File: config.mk
export PLATFORM = sky130hd
export DESIGN_NAME = gcd_controller
export DESIGN_NICKNAME = d
export VERILOG_FILES = /design/src/rtl/gcd_pkg.sv /design/src/rtl/gcd_controller.sv
export SDC_FILE = /design/constraint.sdc
export NUM_CORES = 1
export LEC_CHECK = 0
export BUFFER_PORTS_ARGS = -buffer_cell sky130_fd_sc_hd__buf_2
export CAP_MARGIN = 10
export CORE_MARGIN = 2
export CORE_UTILIZATION = 49
export DETAILED_ROUTE_END_ITERATION = 6
export HOLD_SLACK_MARGIN = 0.1
export PLACE_DENSITY_LB_ADDON = 0.08
export SYNTH_ARGS = -nofsm -noshare
export SYNTH_HDL_FRONTEND = slang
export SYNTH_SLANG_ARGS = --single-unit
File: constraint.sdc
create_clock -name clk -period 2.3 [get_ports clk]
set_input_delay 0 -clock clk [delete_from_list [all_inputs] [get_ports clk]]
set_output_delay 0 -clock clk [all_outputs]
set_load 0.02 [all_outputs]
File: src/rtl/gcd_pkg.sv
// Shared types for the subtract-based GCD controller.
// State encoding is 3-bit binary.
package gcd_pkg;

  localparam int STATE_W = 3;

  typedef enum logic [STATE_W-1:0] {
    S_IDLE = 3'd0,
    S_LOAD = 3'd1,
    S_CMP  = 3'd2,
    S_DONE = 3'd3,
    S_FAIL = 3'd4
  } state_t;

endpackage

File: src/rtl/gcd_controller.sv
// Control FSM for the subtract-based GCD datapath: operand load,
// compare/subtract loop, result commit, iteration bound and abort.
module gcd_controller
  import gcd_pkg::*;
#(
  parameter int MAX_ITER = 1024,
  parameter int ITER_W   = $clog2(MAX_ITER + 1)
) (
  input  logic              clk,
  input  logic              n_rst,
  input  logic              start,
  input  logic              abort,
  input  logic              a_eq_b,
  input  logic              a_gt_b,
  output logic              sel_A,
  output logic              sel_B,
  output logic              wr_A,
  output logic              wr_B,
  output logic              wr_res,
  output logic              busy,
  output logic              done,
  output logic              err,
  output logic [ITER_W-1:0] iter_cnt
);

  localparam logic [ITER_W-1:0] ITER_MAX = ITER_W'(MAX_ITER);

  state_t state;
  state_t state_nxt;

  logic iter_clr;
  logic iter_inc;
  logic err_set;
  logic err_clr;

  always_ff @(posedge clk or negedge n_rst) begin
    if (!n_rst) state <= S_IDLE;
    else        state <= state_nxt;
  end

  always_ff @(posedge clk or negedge n_rst) begin
    if (!n_rst) begin
      iter_cnt <= '0;
      err      <= 1'b0;
    end else begin
      if (iter_clr)      iter_cnt <= '0;
      else if (iter_inc) iter_cnt <= iter_cnt + 1'b1;
      if (err_clr)       err <= 1'b0;
      else if (err_set)  err <= 1'b1;
    end
  end

  always_comb begin
    state_nxt = state;
    sel_A     = 1'b0;
    sel_B     = 1'b0;
    wr_A      = 1'b0;
    wr_B      = 1'b0;
    wr_res    = 1'b0;
    iter_clr  = 1'b0;
    iter_inc  = 1'b0;
    err_set   = 1'b0;
    err_clr   = 1'b0;
    unique case (state)
      S_IDLE: begin
        if (start) begin
          state_nxt = S_LOAD;
          iter_clr  = 1'b1;
          err_clr   = 1'b1;
        end
      end
      S_LOAD: begin
        wr_A      = 1'b1;
        wr_B      = 1'b1;
        state_nxt = S_CMP;
      end
      S_CMP: begin
        if (a_eq_b) begin
          wr_res    = 1'b1;
          state_nxt = S_DONE;
        end else if (iter_cnt == ITER_MAX) begin
          // err rises on entry so it is visible while in FAIL
          err_set   = 1'b1;
          state_nxt = S_FAIL;
        end else if (a_gt_b) begin
          wr_A     = 1'b1;
          sel_A    = 1'b1;
          iter_inc = 1'b1;
        end else begin
          wr_B     = 1'b1;
          sel_B    = 1'b1;
          iter_inc = 1'b1;
        end
      end
      S_DONE:  state_nxt = S_IDLE;
      S_FAIL:  state_nxt = S_IDLE;
      default: state_nxt = S_IDLE;
    endcase
    // abort overrides everything; in IDLE it only blocks the start
    if (abort) begin
      state_nxt = S_IDLE;
      sel_A     = 1'b0;
      sel_B     = 1'b0;
      wr_A      = 1'b0;
      wr_B      = 1'b0;
      wr_res    = 1'b0;
      iter_clr  = 1'b0;
      iter_inc  = 1'b0;
      err_set   = 1'b0;
      err_clr   = 1'b0;
    end
  end

  assign busy = (state != S_IDLE);
  assign done = (state == S_DONE);

endmodule

==> results.py, run 1 <==
metrics = {
    "status": {
        "status": "completed",
    },
    "setup_path": {
        "critPathKind": "reg2out",
        "cp-end-kind": "output port",
        "crit_fanout": 8,
        "start_kind": "flop",
        "arrival_ns": 2.13,
        "required_ns": 2.30,
    },
    "place": {
        "gp_congestion": 0.808,
        "dp.cells": 134,
        "hpwl_um": 1430,
        "numPortBuffers": 24,
        "dp_worst_setup_slack_ns": 0.294,
        "dpl_cell_area_um2": 971,
    },
    "logic_synthesis": {
        "syn_area_per_cell_um2": 8.76,
        "ys_ff_latch": 15,
        "yosysWarningCount": 0,
        "synthCells": 95,
        "ys_seq_area_frac": 0.451,
        "ys_types": 30,
        "syn_area_um2": 832,
        "syn_nets": 103,
    },
    "layout": {
        "num_antenna_cells": 0,
        "area_growth_pct": 24.2,
        "final_cell_area_mm2": 0.00103,
        "fin_nets": 134,
        "drive_above_1_share": 0.264,
        "layout.cells.non_filler": 141,
    },
    "die": {
        "rows": 14,
        "initial_core_util": 0.540,
        "top_level_ports": 25,
        "die_h_um": 45.2,
        "dieArea_mm2": 0.00204,
        "die_w_um": 45.2,
        "core_mm2": 0.00154,
    },
    "hold_path": {
        "hold_class": "in2reg",
    },
    "cts": {
        "clk_pin_slew_ns": 0.09,
        "cts_tree": "yes",
        "cts-buffers-inserted": 3,
        "clk_latency_ns": 0.28,
        "numClockSinks": 15,
        "root_buffer": "clkbuf_4",
        "clock_path_buffers": 2,
        "cts_htree_levels": 1,
    },
    "global_routing": {
        "grt_antenna_before_repair": 0,
        "grt_pass1_vias": 725,
        "grt-ovfl-total": 0,
        "grt_max_degree": 16,
        "grt_pass1_wl_um": 3210,
        "track_usage": 0.213,
    },
    "timing": {
        "finalClockSkew_ns": 0.00338,
        "worst_pin_slew_ns": 0.487,
        "rsz0062_at_grt": "false",
        "setup_slack_ns": 0.166,
        "finalCritPeriodShare": 0.928,
        "setup_viol": 0,
        "slew_viol_final": 0,
        "hold_viol_final": 0,
        "setup_tns_ns": 0,
        "relSlewSlack": 0.671,
        "fmax_mhz": 469,
        "fin_crit_ns": 2.13,
    },
    "drt": {
        "avgViaCountPerCell": 5.92,
        "firstDrtPassIters": 4,
        "drt_iter0_markers": 12,
        "drc_errors": 0,
        "ant_nets": 0,
        "vias": 835,
        "routed_wl_um": 1890,
        "routedWlPerCell_um": 13.4,
    },
    "pwr": {
        "ir_drop_mv": 0.355,
        "cellPowerDensity_mw_per_mm2": 500,
        "leakage_uw": 0.000525,
        "p_total_uw": 517,
    },
    "run": {
        "drv_cap": 0,
    },
}
==> worst max-delay path, cell delays in order (launching register included) <==
cell,delay (ns)
dfrtp_1,0.45
or4b_1,0.58
buf_4,0.18
nor2_2,0.16
nand2_2,0.14
o21ai_0,0.16
buf_2,0.18
==> synthesized netlist by cell type <==
master	n	share of area
dfrtp_1	15	0.45
nor2_1	13	0.059
nand2_1	11	0.050
nand3_1	7	0.042
o21ai_0	6	0.036
a21oi_1	4	0.024
inv_1	4	0.018
or3_1	4	0.030
nand4_1	3	0.023
nor4_1	3	0.023
xnor2_1	3	0.032
ha_1	2	0.030
mux2i_1	2	0.024
nor3_1	2	0.012
a2111oi_0	1	0.011
a211oi_1	1	0.0090
a31o_2	1	0.011
and3_1	1	0.0075
and4_1	1	0.011
buf_2	1	0.0060
clkbuf_1	1	0.0045
nand2b_1	1	0.0075
nor2b_1	1	0.0075
nor4b_1	1	0.011
o21a_1	1	0.0090
o31ai_1	1	0.0090
or3_4	1	0.014
or4_1	1	0.0090
or4b_1	1	0.012
xor2_1	1	0.011
==> layout by cell type (no fill, tap or decap), types with 2 or more instances in the layout <==
cell type      netlist  layout
inv_1                4       4
nor4_1               3       3
clkbuf_4             0       3
dlygate4sd3_1        0       3
nor2_1              13      12
nand4_1              3       3
ha_1                 2       2
mux2i_1              2       2
dfrtp_1             15      15
xnor2_1              3       3
o21ai_0              6       6
nand3_1              7       7
buf_2                1      24
a21oi_1              4       4
nand2_1             11      10
or3_1                4       4
nor3_1               2       2
==> state kept, by name (all words and copies together), names as in the netlist <==
| signal | count |
|---|---|
| iter_cnt | 11 |
| state | 3 |
| err | 1 |
==> through the flow <==
step	util	hold WS (ns)
after CTS	0.667	0.121
final	0.670	0.114
after floorplan	-	-0.296
after global routing	0.670	0.143
after detailed placement	0.630	-0.0726
after global placement	0.630	-0.0823
==> where the power goes <==
group          internal [µW]  switching (µW)
Combinational           31.5            51.1
Clock                   64.5            85.8
Sequential               271            13.0
Total                    367             150
==> cell families (layout without fill, tap and decap cells) <==
kind of cell | Yosys count | in the layout | share of synthesized area
adders and majority gates | 2 | 2 | 0.0301
xor gates and xnor gates | 4 | 4 | 0.0421
AOI/OAI and AO/OA | 15 | 15 | 0.108
DFF | 15 | 15 | 0.451
muxes | 2 | 2 | 0.0241
and+or+nand+nor | 51 | 51 | 0.316
buffers and inverters | 6 | 36 | 0.0286
==> worst paths after layout <==
| path | from | to | slack, ns | cells after the start |
|---|---|---|---|---|
| max | state[0] | wr_A | 0.17 | 6 |
| min | start | err | 0.11 | 3 |
| max reg2reg | state[0] | iter_cnt[7] | 0.26 | 4 |
| min reg2reg | err | err | 0.50 | 1 |
| max in group asynchronous | n_rst | iter_cnt[3] | 1.89 | 2 |
| min in group asynchronous | n_rst | state[1] | 0.16 | 2 |
==> per-layer routing <==
metal	global-route usage	part of all wire	up-vias
li1	-	-	404
met2	0.351	0.47	31
met3	0.0240	0.057	4
met1	0.291	0.46	396
met5	0	0	-
met4	0.0706	0.010	0
==> cell type report <==
class	count	area, µm²
Clock inverter	1	5.00
Sequential cell	15	375
Tap cell	16	20.0
Inverter	4	15.0
Clock buffer	3	22.5
Multi-Input combinational cell	74	438
Timing Repair Buffer	28	158
Fill cell	151	508
==> timing repair <==
action                                  4_1_cts  5_1_grt
hold buffers                                  3        0
endpoints found under the hold margin        17        0
buffers inserted                              0        0
resized for setup                             0        2
endpoints found under the setup margin        0        4
Power figures use the tool's default switching activity.
==> run 2: changes to the inputs <==
--- a/config.mk
+++ b/config.mk
@@ -12,6 +12,7 @@
 export DETAILED_ROUTE_END_ITERATION = 6
 export HOLD_SLACK_MARGIN = 0.1
 export PLACE_DENSITY_LB_ADDON = 0.08
+export RECOVER_POWER = 50
 export SYNTH_ARGS = -nofsm -noshare
 export SYNTH_HDL_FRONTEND = slang
 export SYNTH_SLANG_ARGS = --single-unit
==> run 2 against run 1 <==
Worst hold slack about the same. Cell area down 1.2%. Global-route usage unchanged. Core utilization down 0.81 points. Power about the same. Critical path depth unchanged. Clock skew about the same. Largest power group unchanged.
==> results.py, run 2 (synthesis results as in run 1) <==
metrics = {
    "timing": {
        "relSlewSlack": 0.443,
        "finalCritPeriodShare": 0.927,
        "fmax_mhz": 469,
        "setup_tns_ns": 0,
        "worst_pin_slew_ns": 0.835,
        "finalClockSkew_ns": 0.00323,
        "slew_viol_final": 0,
        "rsz0062_at_grt": "false",
        "fin_crit_ns": 2.13,
        "hold_viol_final": 0,
        "setup_viol": 0,
    },
    "pwr": {
        "p_total_uw": 516,
        "p_sw_uw": 150,
        "netSwitchingFraction": 0.290,
        "p_int_uw": 366,
        "ir_drop_mv": 0.355,
        "leakage_uw": 0.000483,
        "clockPowerShare": 0.291,
        "cellPowerDensity_mw_per_mm2": 506,
        "combPwrFrac": 0.159,
        "sequentialPowerShare": 0.550,
    },
    "setup_path": {
        "path_cells": "or4b_1, buf_4, nor2_2, nand2_2, o21ai_0, buf_2",
        "crit_path_max_incr_delay_ns": 0.57,
        "path_buf_inv": 2,
        "startpoint": "state[0]",
        "r2r-end": "iter_cnt[7]",
        "start_kind": "flop",
        "crit_fanout": 8,
        "r2r_start": "state[0]",
        "crit_end": "wr_A",
        "rr_worst_depth": 4,
        "crit_cells": 6,
        "required_ns": 2.30,
        "cp_top_family": "simple AND/OR/NAND/NOR gates",
        "arrival_ns": 2.13,
        "cp_slowest_cell": "or4b_1",
        "critPathKind": "reg2out",
        "ff2ff_setup_slack_ns": 0.26,
        "cp-end-kind": "output port",
    },
    "die": {
        "die_w_um": 45.2,
        "dieArea_mm2": 0.00204,
        "top_level_ports": 25,
        "rows": 14,
        "initial_core_util": 0.540,
        "core_mm2": 0.00154,
        "die_h_um": 45.2,
    },
    "layout": {
        "area_growth_pct": 22.7,
        "final_util": 0.662,
        "reg_top3": "iter_cnt x11, state x3, err x1",
        "final_common_cell": "dfrtp_1",
        "largest_reg_flops": 11,
        "fin_nets": 134,
        "regMostFlops": "iter_cnt",
        "final_cell_mix": "dfrtp_1 (15), buf_2 (14), nor2_1 (12)",
        "num_antenna_cells": 0,
        "drive_above_1_share": 0.184,
        "final_cell_area_mm2": 0.00102,
        "layout.cells.non_filler": 141,
        "n_fill_cell": 159,
    },
    "drt": {
        "firstDrtPassIters": 4,
        "routed_wl_um": 1880,
        "vias": 832,
        "drc_errors": 0,
        "avgViaCountPerCell": 5.90,
        "ant_nets": 0,
        "drt_iter0_markers": 12,
        "routedWlPerCell_um": 13.3,
    },
    "global_routing": {
        "use_met2": 0.351,
        "grt_max_degree": 16,
        "grt_antenna_before_repair": 0,
        "grt-ovfl-total": 0,
        "track_usage": 0.213,
        "grt_pass1_wl_um": 3210,
        "grt-busiest-layer": "met2",
        "use_met1": 0.291,
        "grt_pass1_vias": 725,
        "grt_util_met3": 0.0240,
    },
    "cts": {
        "cts-buffers-inserted": 3,
        "clk_pin_slew_ns": 0.09,
        "cts_tree": "yes",
        "cts_htree_levels": 1,
        "clock_path_buffers": 2,
        "root_buffer": "clkbuf_4",
        "clk_latency_ns": 0.28,
        "numClockSinks": 15,
    },
    "hold_path": {
        "hold_class": "in2reg",
    },
    "place": {
        "numPortBuffers": 24,
        "hpwl_um": 1430,
        "gp_congestion": 0.808,
        "dp.cells": 134,
        "dpl_cell_area_um2": 971,
    },
    "run": {
        "drv_cap": 0,
    },
    "status": {
        "status": "completed",
    },
}
run 2: cell types whose count changed in the layout (fill, tap and decap cells not counted), sizes merged:
cell,change
clkbuf,+10
buf,-10
run 2: how the worst min path moves through the flow:
stage / from / to / depth (start not counted)
after detailed placement: n_rst / state[1] / 1
after global routing: start / err / 3
after global placement: n_rst / state[1] / 1
final: start / err / 3
after floorplan: n_rst / err / 0
after CTS: start / err / 3
run 2: power by group through the flow:
stage / sequential (µW) / clock, µW / combinational [µW]
4_1_cts: 284 / 157 / 82.8
3_5_place_dp: 289 / 0 / 77.8
3_3_place_gp: 288 / 0 / 75.6
6_report: 284 / 150 / 82.0
5_1_grt: 287 / 168 / 92.8
2_1_floorplan: 291 / 0 / 42.8
run 2: what timing repair did:
action,in CTS,in global routing
gates resized for setup,0,2
endpoints found under the setup margin,0,4
hold endpoints to repair,17,0
buffers inserted,0,0
hold buffers,3,0
run 2: per-stage QoR:
stage	setup WS (ns)	hold WS [ns]
4_1_cts	0.00398	0.121
3_3_place_gp	0.370	-0.0823
2_1_floorplan	0.326	-0.296
5_1_grt	0.0203	0.143
6_report	0.168	0.114
3_5_place_dp	0.294	-0.0726
run 2: routing by layer:
metal | wire (µm) | up-vias
met1 | 858 | 397
met4 | 9 | 0
li1 | - | 404
met5 | 0 | -
met3 | 109 | 2
met2 | 899 | 29
run 2: final cells by class:
class / instances / area [µm²] / area share
inverter: 4 / 15.0 / 0.0147
sequential: 15 / 375 / 0.368
multi-input combinational: 74 / 438 / 0.429
tap: 16 / 20.0 / 0.0196
timing repair buffer: 28 / 145 / 0.142
clock buffer: 3 / 22.5 / 0.0221
clock inverter: 1 / 5.00 / 0.00490
run 2: tightest hold or removal path, cell delays in order:
cell and delay (ns):
buf_2 0.10, nand3_1 0.13, o21a_1 0.14
